## src/rtl/bsg_chip_io_link_gearbox.sv

```systemverilog
// Bidirectional wide<->narrow gearbox in front of an IO link channel tunnel input.
// Optional flit counters are enabled by defining BSG_CHIP_IO_LINK_GEARBOX_STATS_EN.
module bsg_chip_io_link_gearbox #(
  parameter int unsigned wide_width_p   = 128,
  parameter int unsigned narrow_width_p = 32
) (
  input  logic                      clk_i,
  input  logic                      reset_n_i,
  input  logic                      wide_v_i,
  input  logic [wide_width_p-1:0]   wide_data_i,
  output logic                      wide_ready_and_o,
  output logic                      narrow_v_o,
  output logic [narrow_width_p-1:0] narrow_data_o,
  input  logic                      narrow_ready_and_i,
  input  logic                      narrow_v_i,
  input  logic [narrow_width_p-1:0] narrow_data_i,
  output logic                      narrow_ready_and_o,
  output logic                      wide_v_o,
  output logic [wide_width_p-1:0]   wide_data_o,
  input  logic                      wide_ready_and_i
`ifdef BSG_CHIP_IO_LINK_GEARBOX_STATS_EN
  ,
  output logic [31:0]               out_flit_cnt_o,
  output logic [31:0]               in_flit_cnt_o
`endif
);

  localparam int unsigned ratio_lp = wide_width_p / narrow_width_p;
  localparam int unsigned cnt_w_lp = (ratio_lp > 1) ? $clog2(ratio_lp) : 1;
  localparam logic [cnt_w_lp-1:0] last_cnt_lp = cnt_w_lp'(ratio_lp - 1);

  if ((narrow_width_p == 0) || ((wide_width_p % narrow_width_p) != 0)) begin : g_width_check
    $error("narrow_width_p must divide wide_width_p exactly");
  end

  // ---------------- outbound: wide flit -> narrow beats ----------------
  typedef enum logic {OUT_EMPTY, OUT_SEND} out_state_e;

  out_state_e                              out_state_r, out_state_n;
  logic [ratio_lp-1:0][narrow_width_p-1:0] out_data_r;
  logic [cnt_w_lp-1:0]                     out_cnt_r;
  logic                                    out_last;
  logic                                    out_beat_xfer;
  logic                                    out_wide_xfer;

  assign out_last = (out_cnt_r == last_cnt_lp);

  always_ff @(posedge clk_i or negedge reset_n_i) begin
    if (!reset_n_i) out_state_r <= OUT_EMPTY;
    else            out_state_r <= out_state_n;
  end

  always_comb begin
    out_state_n = out_state_r;
    case (out_state_r)
      OUT_EMPTY: if (wide_v_i) out_state_n = OUT_SEND;
      OUT_SEND:  if (out_beat_xfer && out_last && !wide_v_i) out_state_n = OUT_EMPTY;
      default:   out_state_n = OUT_EMPTY;
    endcase
  end

  // Ready opens on the last beat so a waiting flit loads with no bubble.
  always_comb begin
    narrow_v_o       = (out_state_r == OUT_SEND);
    out_beat_xfer    = narrow_v_o & narrow_ready_and_i;
    wide_ready_and_o = (out_state_r == OUT_EMPTY) | (out_beat_xfer & out_last);
    out_wide_xfer    = wide_v_i & wide_ready_and_o;
    narrow_data_o    = out_data_r[out_cnt_r];
  end

  always_ff @(posedge clk_i or negedge reset_n_i) begin
    if (!reset_n_i) begin
      out_data_r <= '0;
      out_cnt_r  <= '0;
    end else if (out_wide_xfer) begin
      out_data_r <= wide_data_i;
      out_cnt_r  <= '0;
    end else if (out_beat_xfer) begin
      out_cnt_r  <= out_last ? '0 : out_cnt_r + 1'b1;
    end
  end

  // ---------------- inbound: narrow beats -> wide flit ----------------
  typedef enum logic {IN_COLLECT, IN_FULL} in_state_e;

  in_state_e                               in_state_r, in_state_n;
  logic [ratio_lp-1:0][narrow_width_p-1:0] in_data_r;
  logic [cnt_w_lp-1:0]                     in_cnt_r;
  logic                                    in_last;
  logic                                    in_beat_xfer;

  assign in_last = (in_cnt_r == last_cnt_lp);

  always_ff @(posedge clk_i or negedge reset_n_i) begin
    if (!reset_n_i) in_state_r <= IN_COLLECT;
    else            in_state_r <= in_state_n;
  end

  // In FULL the counter sits at 0, so only a single-beat ratio can refill straight back to FULL.
  always_comb begin
    in_state_n = in_state_r;
    case (in_state_r)
      IN_COLLECT: if (in_beat_xfer && in_last) in_state_n = IN_FULL;
      IN_FULL:    if (wide_ready_and_i && !(in_beat_xfer && in_last)) in_state_n = IN_COLLECT;
      default:    in_state_n = IN_COLLECT;
    endcase
  end

  always_comb begin
    wide_v_o           = (in_state_r == IN_FULL);
    narrow_ready_and_o = !wide_v_o | wide_ready_and_i;
    in_beat_xfer       = narrow_v_i & narrow_ready_and_o;
    wide_data_o        = in_data_r;
  end

  always_ff @(posedge clk_i or negedge reset_n_i) begin
    if (!reset_n_i) begin
      in_data_r <= '0;
      in_cnt_r  <= '0;
    end else if (in_beat_xfer) begin
      in_data_r[in_cnt_r] <= narrow_data_i;
      in_cnt_r            <= in_last ? '0 : in_cnt_r + 1'b1;
    end
  end

`ifdef BSG_CHIP_IO_LINK_GEARBOX_STATS_EN
  always_ff @(posedge clk_i or negedge reset_n_i) begin
    if (!reset_n_i) begin
      out_flit_cnt_o <= '0;
      in_flit_cnt_o  <= '0;
    end else begin
      if (out_beat_xfer && out_last)   out_flit_cnt_o <= out_flit_cnt_o + 32'd1;
      if (wide_v_o && wide_ready_and_i) in_flit_cnt_o <= in_flit_cnt_o + 32'd1;
    end
  end
`endif

endmodule

```

## config.mk

```make
export PLATFORM = sky130hd
export DESIGN_NAME = bsg_chip_io_link_gearbox
export DESIGN_NICKNAME = d
export VERILOG_FILES = /design/src/rtl/bsg_chip_io_link_gearbox.sv
export SDC_FILE = /design/constraint.sdc
export NUM_CORES = 1
export LEC_CHECK = 0
export CAP_MARGIN = 5
export CORE_ASPECT_RATIO = 0.75
export CORE_UTILIZATION = 43
export CTS_CLUSTER_SIZE = 25
export DETAILED_ROUTE_END_ITERATION = 10
export HOLD_SLACK_MARGIN = 0.06
export PLACE_DENSITY = 0.8
export SLEW_MARGIN = 0
export SYNTH_ARGS = -nofsm -noshare
export SYNTH_HDL_FRONTEND = slang
export SYNTH_SLANG_ARGS = --single-unit
```

## constraint.sdc

```tcl
create_clock -name clk_i -period 2 [get_ports clk_i]
set_clock_uncertainty 0.2 [all_clocks]
set_input_delay 0.6 -clock clk_i [delete_from_list [all_inputs] [get_ports clk_i]]
set_output_delay 0.6 -clock clk_i [all_outputs]
set_load 0.01 [all_outputs]
```

==> results.yml <==
worst_setup_path:
  r2r_cells: 8
  worst_r2r_startpoint: "out_cnt_r[0]"
  critPathLaunchType: "register"
  startpoint: "out_cnt_r[0]"
  cp.required_ns: 1.20
  reg2reg_to: "out_data_r[112]"
  crit_end: "narrow_data_o[24]"
  r2r_setup_slack_ns: -0.19
  crit_type: "reg2out"
  crit_fanout: 7
  worst_setup_path_end_kind: "output port"
  cp.arrival_ns: 1.87
timing:
  finalCritPeriodShare_pct: 133.6
  max_slew.worst_pin.slew_ns: 0.5879
  hold_viol_final: 0
  setup_viol: 162
  max_slew_margin_pct: 60.68
  slew_viol_final: 0
  period_needed_ns: 2.671
  clock.fmax_ghz: 0.3743
  hold-worst-slack_ns: 0.2850
  setup_ws_ns: -0.6715
  rsz0062_at_grt: "yes"
power:
  finalPower_mw: 27.52
  power_density_mw_per_mm2: 1616
  switchingPower_mw: 8.218
  seq_power_share_pct: 34.7
  max-vdd-ir-drop_mv: 0.8192
  swShare_pct: 29.87
  p_leak_nw: 7.863
  power_frac_comb_pct: 47.4
  p_int_mw: 19.30
  clkPwrFrac_pct: 17.8
yosys:
  async_flop_share_pct: 100.0
  syn_inst: 619
  synth_area_leaders: "dfrtp_1, mux2_4, mux2_2"
  synth_area_mm2: 0.01126
  synth.yosys.seq_area_share_pct: 58.24
  synth_nets: 790
  synth_ff_type: "dfrtp_1"
  synth.top_cell.area_share_pct: 58.24
  yosys.cell_types.count: 25
  synth_edf_count: 0
  yosysWarnings: 0
  synth_seq_cells: 262
  syn_avg_cell_area_um2: 18.19
  yosysTopAreaCell: "dfrtp_1"
routing:
  dr.pass1.iters: 4
  vias: 7011
  postRouteAntennaNets: 0
  routed_wl_mm: 28.86
  drc: 0
  routedWlPerCell_um: 20.40
  vias_per_cell: 4.955
  drtIter0Drc: 256
final_layout:
  fill_cells: 1731
  seq_area_mm2: 0.006559
  design_area_mm2: 0.01702
  multiInputGateArea_mm2: 0.004378
  syn_to_final_growth_pct: 51.20
  drive_gt1_share_pct: 45.31
  mostFrequentLayoutCell: "dfrtp_1"
  fin_nets: 1232
  mostFrequentLayoutCells: "dfrtp_1, clkdlybuf4s50_1, mux2_4"
  diodes: 0
run_status:
  violations: "setup timing"
  outcome: "finished with violations"
grt:
  antenna_found_initial: 0
  grt_pass1_wl_mm: 45.11
  grt_start_max_net_pins: 60
  grtUsageTotal_pct: 21.65
  grt-ovfl-total: 0
  grt_pass1_vias: 7627
clock_tree:
  clock_path_buffers: 3
  htree_num_levels: 1
  clkTransAtPathRegs_ns: 0.06
  clock_latency_ns: 0.52
  clock-sinks: 262
  cts_buffers: 26
  cts_root_buf: "clkbuf_16"
  cts_tree: "yes"
floorplanning:
  start_util_pct: 44.43
  die_x_um: 188.8
  die-area_mm2: 0.02684
  io_pins: 330
  coreArea_mm2: 0.02534
  die_height_um: 142.1
  num_rows: 50
placement:
  gp_congestion: 0.7781
  hpwl_mm: 19.34
  io_buffers: 329
  dpl_cell_area_mm2: 0.01540
job:
  cap_violations: 0
hold_path:
  hp-class: "reg2reg"
cell usage after synthesis (3+ instances only):
master	number
and3_1	3
mux2_4	110
dfrtp_1	262
nand2_1	6
buf_2	7
buf_12	13
ha_1	5
mux4_2	32
mux2_1	22
clkbuf_1	3
buf_6	10
mux2_2	126
buf_4	4
metal layers:
| layer | routed length (um) | vias up | track usage, % |
|---|---|---|---|
| li1 | - | 3146 | - |
| met4 | 657 | 0 | 5.560 |
| met2 | 13980 | 206 | 35.57 |
| met5 | 0 | - | 0 |
| met3 | 1359 | 44 | 3.797 |
| met1 | 12860 | 3615 | 29.88 |
worst max-delay path: stages (launching register included):
cell and delay (ns):
dfrtp_2 0.40, buf_12 0.13, buf_12 0.13, mux4_2 0.53, buf_2 0.16
flip-flops by register name, indices dropped and copies added, names as in the netlist:
name,count
out_cnt_r,2
wide_data_o,128
in_cnt_r,2
narrow_v_o,1
wide_v_o,1
out_data_r,128
logic make-up after synthesis:
family	count (synthesis)	synth area share [%]
adder cells (fa/ha/maj)	5	0.5557
AO/OA/AOI/OAI	4	0.3001
buffers and inverters	40	4.090
AND/OR/NAND/NOR	18	0.9447
multiplexers	290	35.87
flip-flops	262	58.24
area by class of cell:
cell class / instances / share of cell area [%]
clock buffer: 38 / 4.564
clock inverter: 6 / 0.4704
inverter: 2 / 0.04410
multi-input combinational: 319 / 25.72
sequential: 262 / 38.53
tap: 338 / 2.484
timing repair buffer: 450 / 28.19
what timing repair did:
| action | 4_1_cts | 5_1_grt |
|---|---|---|
| setup buffers | 26 | 2 |
| resized for setup | 452 | 59 |
| endpoints found under the setup margin | 292 | 212 |
| endpoints found under the hold margin | 80 | 0 |
| hold buffers | 1 | 0 |
| pin swaps | 1 | 0 |
| gates cloned | 16 | 0 |
power groups by stage:
stage / combinational [mW] / clock [mW] / sequential [mW]
2_1_floorplan: 6.19 / 0 / 9.82
4_1_cts: 13.1 / 5.05 / 9.50
6_report: 13.0 / 4.91 / 9.56
3_5_place_dp: 13.0 / 0 / 9.56
3_3_place_gp: 12.8 / 0 / 9.44
5_1_grt: 13.8 / 5.27 / 9.87
worst min-delay path by stage:
stage                           startpoint                to  slack [ns]  cells past startpoint
after floorplan                  reset_n_i       in_cnt_r[0]        0.10                      0
after global placement     wide_data_o[22]   wide_data_o[22]        0.27                      1
after detailed placement  wide_data_o[102]  wide_data_o[102]        0.28                      1
after CTS                 wide_data_o[102]  wide_data_o[102]        0.29                      1
after global routing       wide_data_o[11]   wide_data_o[11]        0.31                      1
final                      wide_data_o[22]   wide_data_o[22]        0.28                      1
stage by stage:
stage               util [%]  std cells  worst slack [ns]  TNS (ns)
floorplan                  -        619         -0.004321  -0.08643
global placement       60.79       1332           -0.5547   -123.94
detailed placement     60.79       1332           -0.5944   -133.00
CTS                    67.19       1415           -0.7652    -54.84
global route           67.19       1415           -0.7446    -50.80
finish                 67.19       1415           -0.6715    -40.08
Note: power is estimated with default switching activity, not from simulation.
